File: src/rtl/mem_bus_arbiter_pkg.sv
// Shared types and width helpers for the memory bus arbiter and its picker.
// The interrupt controller imports this package as well.
package mem_arb_pkg;

    typedef enum logic [1:0] {
        IDLE = 2'd0,
        BUSY = 2'd1,
        DONE = 2'd2
    } arb_state_e;

    // A grant id is always at least one bit wide, even for a single channel.
    function automatic int gid_w(input int n_ch);
        return (n_ch <= 1) ? 1 : $clog2(n_ch);
    endfunction

    function automatic int cnt_w(input int timeout);
        return (timeout <= 0) ? 1 : $clog2(timeout + 1);
    endfunction

endpackage

File: src/rtl/mem_bus_arbiter_if.sv
// Requester-side and memory-side bus of the arbiter.
// The master modport is the arbiter's view; slave is the environment's view.
interface mem_bus_arbiter_if
    import mem_arb_pkg::*;
#(
    parameter int N_CH = 3,
    parameter int AW   = 16,
    parameter int DW   = 128
);
    localparam int GW = gid_w(N_CH);

    logic [N_CH-1:0]    REQ_EN;
    logic [N_CH-1:0]    REQ_WR;
    logic [N_CH*AW-1:0] REQ_A;
    logic [N_CH*DW-1:0] REQ_WDATA;
    logic [DW-1:0]      REQ_RDATA;
    logic [N_CH-1:0]    REQ_R;
    logic [N_CH-1:0]    REQ_ERR;
    logic               MEM_EN;
    logic               MEM_WR;
    logic [AW-1:0]      MEM_A;
    logic [DW-1:0]      MEM_WDATA;
    logic [DW-1:0]      MEM_RDATA;
    logic               MEM_R;
    logic [GW-1:0]      GRANT_ID;

    modport master (
        input  REQ_EN, REQ_WR, REQ_A, REQ_WDATA, MEM_RDATA, MEM_R,
        output REQ_RDATA, REQ_R, REQ_ERR, MEM_EN, MEM_WR, MEM_A, MEM_WDATA, GRANT_ID
    );

    modport slave (
        output REQ_EN, REQ_WR, REQ_A, REQ_WDATA, MEM_RDATA, MEM_R,
        input  REQ_RDATA, REQ_R, REQ_ERR, MEM_EN, MEM_WR, MEM_A, MEM_WDATA, GRANT_ID
    );

endinterface

File: src/rtl/mem_bus_arbiter_pick.sv
// Combinational request picker: round-robin search from a rotating base,
// or lowest-index-wins when mode is 0.
module arb_rr_pick
    import mem_arb_pkg::*;
#(
    parameter int N_CH = 3,
    localparam int IW  = gid_w(N_CH)
) (
    input  logic [N_CH-1:0] req,
    input  logic [IW-1:0]   base,
    input  logic            mode,
    output logic            valid,
    output logic [IW-1:0]   idx
);

    always_comb begin
        valid = |req;
        idx   = '0;
        // Scan from the far end so the last hit is the nearest one to the start.
        for (int k = N_CH - 1; k >= 0; k--) begin
            int j;
            if (mode) begin
                j = int'(base) + k;
                if (j >= N_CH) j = j - N_CH;
            end else begin
                j = k;
            end
            if (req[j]) idx = IW'(j);
        end
    end

endmodule

File: src/rtl/mem_bus_arbiter.sv
// N-channel arbiter onto a single memory port: one outstanding transaction,
// fixed or round-robin grant, optional watchdog that completes with an error.
module mem_bus_arbiter
    import mem_arb_pkg::*;
#(
    parameter int N_CH    = 3,
    parameter int AW      = 16,
    parameter int DW      = 128,
    parameter int RR_MODE = 1,
    parameter int TIMEOUT = 64
) (
    input  logic              CLK,
    input  logic              RST,
    mem_bus_arbiter_if.master bus
);

    localparam int GW = gid_w(N_CH);
    localparam int CW = cnt_w(TIMEOUT);

    arb_state_e      state_q, state_d;
    logic [GW-1:0]   gid_q, gid_d;
    logic [GW-1:0]   last_q, last_d;
    logic [CW-1:0]   cnt_q, cnt_d;
    logic            wr_q, wr_d;
    logic [AW-1:0]   a_q, a_d;
    logic [DW-1:0]   wdata_q, wdata_d;
    logic [DW-1:0]   rdata_q, rdata_d;
    logic            mem_en_q, mem_en_d;
    logic [N_CH-1:0] req_r_q, req_r_d;
    logic [N_CH-1:0] req_err_q, req_err_d;

    logic [GW-1:0]   base;
    logic            pick_vld;
    logic [GW-1:0]   pick_idx;

    assign base = (int'(last_q) == N_CH - 1) ? '0 : last_q + 1'b1;

    arb_rr_pick #(.N_CH(N_CH)) u_pick (
        .req   (bus.REQ_EN),
        .base  (base),
        .mode  (RR_MODE != 0),
        .valid (pick_vld),
        .idx   (pick_idx)
    );

    always_comb begin
        state_d   = state_q;
        gid_d     = gid_q;
        last_d    = last_q;
        cnt_d     = cnt_q;
        wr_d      = wr_q;
        a_d       = a_q;
        wdata_d   = wdata_q;
        rdata_d   = rdata_q;
        mem_en_d  = 1'b0;
        req_r_d   = '0;
        req_err_d = '0;
        case (state_q)
            IDLE: begin
                if (pick_vld) begin
                    state_d  = BUSY;
                    gid_d    = pick_idx;
                    if (RR_MODE != 0) last_d = pick_idx;
                    cnt_d    = '0;
                    wr_d     = bus.REQ_WR[int'(pick_idx)];
                    a_d      = bus.REQ_A[int'(pick_idx)*AW +: AW];
                    wdata_d  = bus.REQ_WDATA[int'(pick_idx)*DW +: DW];
                    mem_en_d = 1'b1;
                end
            end
            BUSY: begin
                cnt_d    = cnt_q + 1'b1;
                mem_en_d = 1'b1;
                // A completion in the last allowed cycle beats the watchdog.
                if (bus.MEM_R) begin
                    rdata_d              = bus.MEM_RDATA;
                    state_d              = DONE;
                    mem_en_d             = 1'b0;
                    req_r_d[int'(gid_q)] = 1'b1;
                end else if (TIMEOUT != 0 && cnt_q == CW'(TIMEOUT - 1)) begin
                    rdata_d                = '0;
                    state_d                = DONE;
                    mem_en_d               = 1'b0;
                    req_r_d[int'(gid_q)]   = 1'b1;
                    req_err_d[int'(gid_q)] = 1'b1;
                end
            end
            DONE:    state_d = IDLE;
            default: state_d = IDLE;
        endcase
    end

    always_ff @(posedge CLK or posedge RST) begin
        if (RST) begin
            state_q   <= IDLE;
            gid_q     <= '0;
            last_q    <= GW'(N_CH - 1);
            cnt_q     <= '0;
            wr_q      <= 1'b0;
            a_q       <= '0;
            wdata_q   <= '0;
            rdata_q   <= '0;
            mem_en_q  <= 1'b0;
            req_r_q   <= '0;
            req_err_q <= '0;
        end else begin
            state_q   <= state_d;
            gid_q     <= gid_d;
            last_q    <= last_d;
            cnt_q     <= cnt_d;
            wr_q      <= wr_d;
            a_q       <= a_d;
            wdata_q   <= wdata_d;
            rdata_q   <= rdata_d;
            mem_en_q  <= mem_en_d;
            req_r_q   <= req_r_d;
            req_err_q <= req_err_d;
        end
    end

    assign bus.MEM_EN    = mem_en_q;
    assign bus.MEM_WR    = wr_q;
    assign bus.MEM_A     = a_q;
    assign bus.MEM_WDATA = wdata_q;
    assign bus.REQ_RDATA = rdata_q;
    assign bus.REQ_R     = req_r_q;
    assign bus.REQ_ERR   = req_err_q;
    assign bus.GRANT_ID  = gid_q;

endmodule

File: src/flat_wrapper.sv
// flat-port wrapper written by rule: the top's interface ports become plain ports
module mem_bus_arbiter_flat import mem_arb_pkg::*;
#(
    parameter int N_CH    = 3,
    parameter int AW      = 16,
    parameter int DW      = 128,
    parameter int RR_MODE = 1,
    parameter int TIMEOUT = 64
)
  (CLK, RST, bus_REQ_EN, bus_REQ_WR, bus_REQ_A, bus_REQ_WDATA, bus_MEM_RDATA, bus_MEM_R, bus_REQ_RDATA, bus_REQ_R, bus_REQ_ERR, bus_MEM_EN, bus_MEM_WR, bus_MEM_A, bus_MEM_WDATA, bus_GRANT_ID);
  mem_bus_arbiter_if #(.N_CH(N_CH), .AW(AW), .DW(DW)) bus_i ();
  input  logic CLK;
  input  logic RST;
  input wire logic [$bits(bus_i.REQ_EN)-1:0] bus_REQ_EN;
  input wire logic [$bits(bus_i.REQ_WR)-1:0] bus_REQ_WR;
  input wire logic [$bits(bus_i.REQ_A)-1:0] bus_REQ_A;
  input wire logic [$bits(bus_i.REQ_WDATA)-1:0] bus_REQ_WDATA;
  input wire logic [$bits(bus_i.MEM_RDATA)-1:0] bus_MEM_RDATA;
  input wire logic [$bits(bus_i.MEM_R)-1:0] bus_MEM_R;
  output wire logic [$bits(bus_i.REQ_RDATA)-1:0] bus_REQ_RDATA;
  output wire logic [$bits(bus_i.REQ_R)-1:0] bus_REQ_R;
  output wire logic [$bits(bus_i.REQ_ERR)-1:0] bus_REQ_ERR;
  output wire logic [$bits(bus_i.MEM_EN)-1:0] bus_MEM_EN;
  output wire logic [$bits(bus_i.MEM_WR)-1:0] bus_MEM_WR;
  output wire logic [$bits(bus_i.MEM_A)-1:0] bus_MEM_A;
  output wire logic [$bits(bus_i.MEM_WDATA)-1:0] bus_MEM_WDATA;
  output wire logic [$bits(bus_i.GRANT_ID)-1:0] bus_GRANT_ID;
  assign bus_i.REQ_EN = bus_REQ_EN;
  assign bus_i.REQ_WR = bus_REQ_WR;
  assign bus_i.REQ_A = bus_REQ_A;
  assign bus_i.REQ_WDATA = bus_REQ_WDATA;
  assign bus_i.MEM_RDATA = bus_MEM_RDATA;
  assign bus_i.MEM_R = bus_MEM_R;
  assign bus_REQ_RDATA = bus_i.REQ_RDATA;
  assign bus_REQ_R = bus_i.REQ_R;
  assign bus_REQ_ERR = bus_i.REQ_ERR;
  assign bus_MEM_EN = bus_i.MEM_EN;
  assign bus_MEM_WR = bus_i.MEM_WR;
  assign bus_MEM_A = bus_i.MEM_A;
  assign bus_MEM_WDATA = bus_i.MEM_WDATA;
  assign bus_GRANT_ID = bus_i.GRANT_ID;
  mem_bus_arbiter #(.N_CH(N_CH), .AW(AW), .DW(DW), .RR_MODE(RR_MODE), .TIMEOUT(TIMEOUT)) u_core (.CLK(CLK), .RST(RST), .bus(bus_i));
endmodule
File: config.mk
export PLATFORM = sky130hd
export DESIGN_NAME = mem_bus_arbiter_flat
export DESIGN_NICKNAME = d
export VERILOG_FILES = /design/src/rtl/mem_bus_arbiter_pkg.sv /design/src/rtl/mem_bus_arbiter_if.sv /design/src/rtl/mem_bus_arbiter_pick.sv /design/src/rtl/mem_bus_arbiter.sv /design/src/flat_wrapper.sv
export SDC_FILE = /design/constraint.sdc
export NUM_CORES = 1
export LEC_CHECK = 0
export ABC_AREA = 1
export CORE_AREA = 2 2 334 336
export DETAILED_ROUTE_END_ITERATION = 10
export DIE_AREA = 0 0 336 338
export PLACE_DENSITY = 0.42
export SYNTH_ARGS = -nofsm -noshare
export SYNTH_HDL_FRONTEND = slang
export SYNTH_SLANG_ARGS = --single-unit
File: constraint.sdc
create_clock -name CLK -period 10.8 [get_ports CLK]
set_input_delay 2.16 -clock CLK [delete_from_list [all_inputs] [get_ports CLK]]
set_output_delay 2.16 -clock CLK [all_outputs]
set_load 0.005 [all_outputs]
## After elaboration in Yosys (flattened, before gate mapping)

Cells that the tools add are included.

| operators by class | value |
|---|---|
| eq/ne operators | 5 |
| reductions and logical operators | 9 |
| magnitude comparators | 9 |
| multiplexer cells | 37 |
| shifts and indexed selects | 2 |
| add/subtract/negate cells | 7 |

Operator list:

| cell | count |
|---|---|
| $shiftx A384 B10 Y128 | 1 |
| $mux W128 | 2 |
| $lt A32 B4 Y1 const B | 3 |
| $mux W32 | 3 |
| $shiftx A48 B7 Y16 | 1 |
| $mux W3 | 5 |
| $mux W2 | 7 |
| $pmux W7 S2 | 1 |
| $mux W1 | 11 |
| $bmux W1 S2 | 4 |
| $reduce_and A2 Y1 | 4 |
| $sub A3 B2 Y4 const B | 2 |
| $add A7 B1 Y7 const B | 1 |
| $eq A7 B6 Y1 const B | 1 |
| $mux W7 | 1 |
| $ge A3 B2 Y1 const B | 2 |
| $lt A2 B3 Y1 const B | 2 |
| $pmux W2 S2 | 1 |
| $reduce_bool A2 Y1 | 2 |
| $add A2 B1 Y3 const B | 1 |
| $add A2 B2 Y3 const B | 1 |
| $ne A3 B2 Y1 const B | 1 |
| $reduce_or A3 Y1 | 1 |
| $sub A2 B2 Y3 const B | 1 |
| other kinds (10) | 10 |

| storage, ports and cells | value |
|---|---|
| input bits | 569 |
| bits in registers | 293 |
| output and inout bits | 282 |
| word-level logic and storage cells | 80 |

## Longest topological paths before layout

| logic depth | value |
|---|---|
| depth in word-level cells | 13 |
| mapped depth | 13 |
| depth with buffers taken out | 11 |

## Modules after synthesis

A second synthesis with hierarchy kept.

| second synthesis, totals | value |
|---|---|
| cell total of the unflattened synthesis | 2381 |
| area, all modules | 15999.1 µm² |

Modules (own cells, without submodules):

| module | area each (µm²) | cells each | times used | seq. area each (µm²) |
|---|---|---|---|---|
| mem_bus_arbiter | 15827.7 | 2345 | 1 | 7308.3 |
| arb_rr_pick | 171.4 | 36 | 1 | 0.0 |

## Least setup slack after synthesis

No wires, ideal clock.

| timing | value |
|---|---|
| path type | in2reg |
| from | in bus_REQ_EN[2] |
| to | reg u_core.mem_en_q, in the netlist u_core.bus.MEM_EN |
| setup slack | 7.440 ns |
| cell stages on the path | 6 |
| data arrival time | 3.220 ns |
| cell sequence | inv_1 -> a31o_2 -> buf_2 -> clkbuf_1 -> clkbuf_1 -> o31ai_1 |

| on the way | value |
|---|---|
| cells in the longest elaborated chain, start to end | 3 |

Ends and longest elaborated chain:

| item | line | RTL |
|---|---|---|
| start, declared | flat_wrapper.sv:14 | `input wire logic [$bits(bus_i.REQ_EN)-1:0] bus_REQ_EN;` |
| $reduce_or A3 Y1 | mem_bus_arbiter_pick.sv:17 | `valid = \|req;` |
| $mux W1 | mem_bus_arbiter.sv:60 | `if (pick_vld) begin` |
| $pmux W1 S2 | mem_bus_arbiter.sv:58 | `case (state_q)` |
| net u_core.mem_en_d | mem_bus_arbiter.sv:28 | `logic mem_en_q, mem_en_d;` |
| end signal, assigned | mem_bus_arbiter.sv:115 | `mem_en_q <= mem_en_d;` |
| end, declared | mem_bus_arbiter.sv:28 |  |

The timed path passes the listed nets, and every way through them passes these cells.
A chain may end at the register's enable or synchronous reset.

## Worst setup path after layout

| timing | value |
|---|---|
| from | in bus_MEM_R |
| to | reg u_core.rdata_q[124], in the netlist u_core.bus.REQ_RDATA[124] |

| on the way | value |
|---|---|
| cells in the longest elaborated chain, start to end | 2 |

Ends and longest elaborated chain:

| item | line | RTL |
|---|---|---|
| start, declared | flat_wrapper.sv:19 | `input wire logic [$bits(bus_i.MEM_R)-1:0] bus_MEM_R;` |
| $reduce_bool A2 Y1 (no source line) | - |  |
| $reduce_and A2 Y1 (no source line) | - |  |
| end signal, assigned | mem_bus_arbiter.sv:114 | `rdata_q <= rdata_d;` |
| end, declared | mem_bus_arbiter.sv:27 | `logic [DW-1:0] rdata_q, rdata_d;` |

Parallel ways exist; a longest one is shown, timed or not.

==> impl_metrics.ini <==
[status]
status = complete, no violations

[sta]
setup_tns_ns = 0
tightest_slew_ns = 1.01
timing.fmax_ghz = 0.216
hold_viol_final = 0
setup_viol = 0
period_share_pct = 42.8
max-slew-margin-rel_pct = 32.8
report.final.slew_viol_count = 0
fin_worst_skew_ns = 0.0188
min_period_ns = 4.63
rsz0062_at_grt = no

[floorplanning]
die_x_um = 336
initial_utilization_pct = 13.9
ios = 851
core-area_sq_mm = 0.110
die_h_um = 338
die_area_sq_mm = 0.114
row_count = 122

[cts]
postCtsSetupRepairBufs = 0
root_buffer = clkbuf_16
clock_path_buffers = 3
cts_hold_buf = 0
cts_tree = done
htree_levels = 2
worstSkewPairLatency_ns = 0.60
clkSinkCount = 292
cts_buffers = 43
cts.reportedPaths.clkPinSlew_ns = 0.06
cts_resized = 0

[detailed_routing]
drc_errors = 0
via_per_inst = 3.79
dr.first_iter.drc_count = 976
first_pass_iters = 5
vias = 16500
routedWlPerCell_um = 20.1
wirelength_mm = 87.2
antenna_left = 0

[synthesis]
yosysTopAreaCell = dfrtp_1
synth_fp_nets = 2613
synth_area_per_cell_sq_um = 7.49
netlist.area_leader.share_pct = 47.6
synth_cell_types = 27
ys_seq_elements = 292
syn_inst = 2043
yosys-top-cells-area = dfrtp_1 48%, nand2_1 19%, nand3_1 12%
synth_warnings = 0
ys_seq_area_share_pct = 47.8
netlist_area_sq_mm = 0.0153

[global_routing]
grt_pass1_vias = 16800
antenna_found_initial = 10
track_usage_pct = 14.7
grt_first_pass_wirelength_mm = 121
grt_max_degree = 126
grt_overflow = 0

[pwr]
p_total_mw = 7.24
leakage_nw = 12.6
powerDensity_mw_per_mm2 = 273
ir_worst_vdd_mv = 0.129

[worst_setup_path]
critPathLaunchType = primary input
startpoint = bus_MEM_R
reg2reg_depth = 11
critPathCaptureType = flip-flop
r2r_slack_ns = 7.73
critPathRequiredTime_ns = 11.32
path_max_fanout = 80
critical_path_class = primary input to flip-flop
critPathArrivalTime_ns = 5.15
rr_endpoint = u_core.bus.MEM_WDATA[59]
r2r_start = u_core.last_q[1]
worstSetupEndpoint = u_core.bus.REQ_RDATA[124]

[placement]
io_buffers = 850
dp_hpwl_mm = 63.6
place_congestion = 0.805

[layout]
final_common_cell = clkdlybuf4s50_1
seq_area_sq_mm = 0.00731
multiInputGateArea_sq_mm = 0.00640
num-nets-final = 3385
syn_to_final_growth_pct = 73.5
mostFrequentLayoutCells = 850 x clkdlybuf4s50_1, 754 x nand2_1, 369 x nand3_1
nFillCells = 12200
drive_gt1_share_pct = 3.72

[worst_hold_path]
hold_class = flip-flop to flip-flop

[run]
drv_cap = 0
-- Yosys cell counts --
| cell type | instances |
|---|---|
| inv_2 | 4 |
| o22ai_1 | 1 |
| dfrtp_1 | 291 |
| nor2_1 | 82 |
| inv_1 | 233 |
| buf_1 | 14 |
| or2_1 | 1 |
| buf_2 | 78 |
| o31ai_1 | 3 |
| nand3_1 | 370 |
| nand3_2 | 1 |
| nand2_1 | 757 |
| dfstp_2 | 1 |
| o21ai_0 | 6 |
| a22o_1 | 128 |
| a21oi_1 | 2 |
| nor2_2 | 4 |
| nor2_4 | 1 |
| nor3_1 | 3 |
| a31o_2 | 1 |
| a21boi_1 | 1 |
| buf_4 | 11 |
| nand4_1 | 3 |
| ha_1 | 1 |
| buf_6 | 11 |
| nand2_2 | 3 |
| clkbuf_1 | 32 |
-- stage by stage --
stage / worst slack, ns / util [%] / hold slack [ns] / cell area (sq um) / instances
4_1_cts: 6.20 / 24.1 / 0.482 / 26500 / 4335
3_3_place_gp: 5.56 / 22.9 / 0.460 / 25200 / 4258
5_1_grt: 6.03 / 24.1 / 0.492 / 26500 / 4340
6_report: 6.17 / 24.1 / 0.475 / 26500 / 4342
3_5_place_dp: 5.54 / 22.9 / 0.467 / 25200 / 4258
2_1_floorplan: 0.579 / - / 0.460 / 15300 / 2043
-- flip-flops by register name, summed over array words and instances, names as in the netlist --
name / flops
u_core.bus.GRANT_ID: 1
u_core.bus.MEM_A: 16
u_core.bus.MEM_EN: 1
u_core.bus.MEM_WDATA: 128
u_core.bus.MEM_WR: 1
u_core.bus.REQ_ERR: 3
u_core.bus.REQ_R: 3
u_core.bus.REQ_RDATA: 128
u_core.cnt_q: 7
u_core.last_q: 2
u_core.state_q: 2
-- per-layer routing --
metal	wire length [um]	global-route usage (%)
met1	37200	18.5
met2	42500	24.7
met3	5750	3.75
met4	1680	4.01
met5	40	0
-- worst min-delay path by stage --
stage                             start                        to  slack, ns  cells after the start
2_1_floorplan           u_core.cnt_q[6]           u_core.cnt_q[6]       0.46                      2
3_3_place_gp   u_core.bus.MEM_WDATA[84]  u_core.bus.MEM_WDATA[84]       0.46                      2
3_5_place_dp   u_core.bus.MEM_WDATA[26]  u_core.bus.MEM_WDATA[26]       0.47                      2
4_1_cts        u_core.bus.MEM_WDATA[34]  u_core.bus.MEM_WDATA[34]       0.48                      2
5_1_grt        u_core.bus.MEM_WDATA[37]  u_core.bus.MEM_WDATA[37]       0.49                      2
6_report       u_core.bus.MEM_WDATA[42]  u_core.bus.MEM_WDATA[42]       0.47                      2
-- worst max-delay path, stage by stage --
cell             delay, ns
clkdlybuf4s50_1       0.54
inv_1                 0.15
nor2_4                0.04
buf_4                 0.31
inv_1                 0.15
nand2_2               0.08
inv_4                 0.45
buf_4                 0.84
a22o_1                0.25
-- kinds of logic after synthesis --
family | after synthesis | share of synthesized area [%]
compound gates | 142 | 7.89
fa+ha+maj | 1 | 0.0818
buf+inv | 383 | 10.8
flops | 292 | 47.8
simple gates | 1225 | 33.4
-- layout make-up --
cell class	count	area share [%]
antenna	7	0.0660
clock buffer	67	4.70
sequential	292	27.5
clock inverter	10	0.368
tap	1488	7.02
inverter	237	3.39
multi-input combinational	1368	24.1
timing repair buffer	873	32.8
-- report_power, final --
part / internal, mW / leakage [nW] / switching, mW
Combinational: 1.73 / 8.33 / 2.16
Clock: 0.799 / 0.655 / 0.601
Sequential: 1.61 / 3.64 / 0.332
Power figures use the tool's default switching activity.
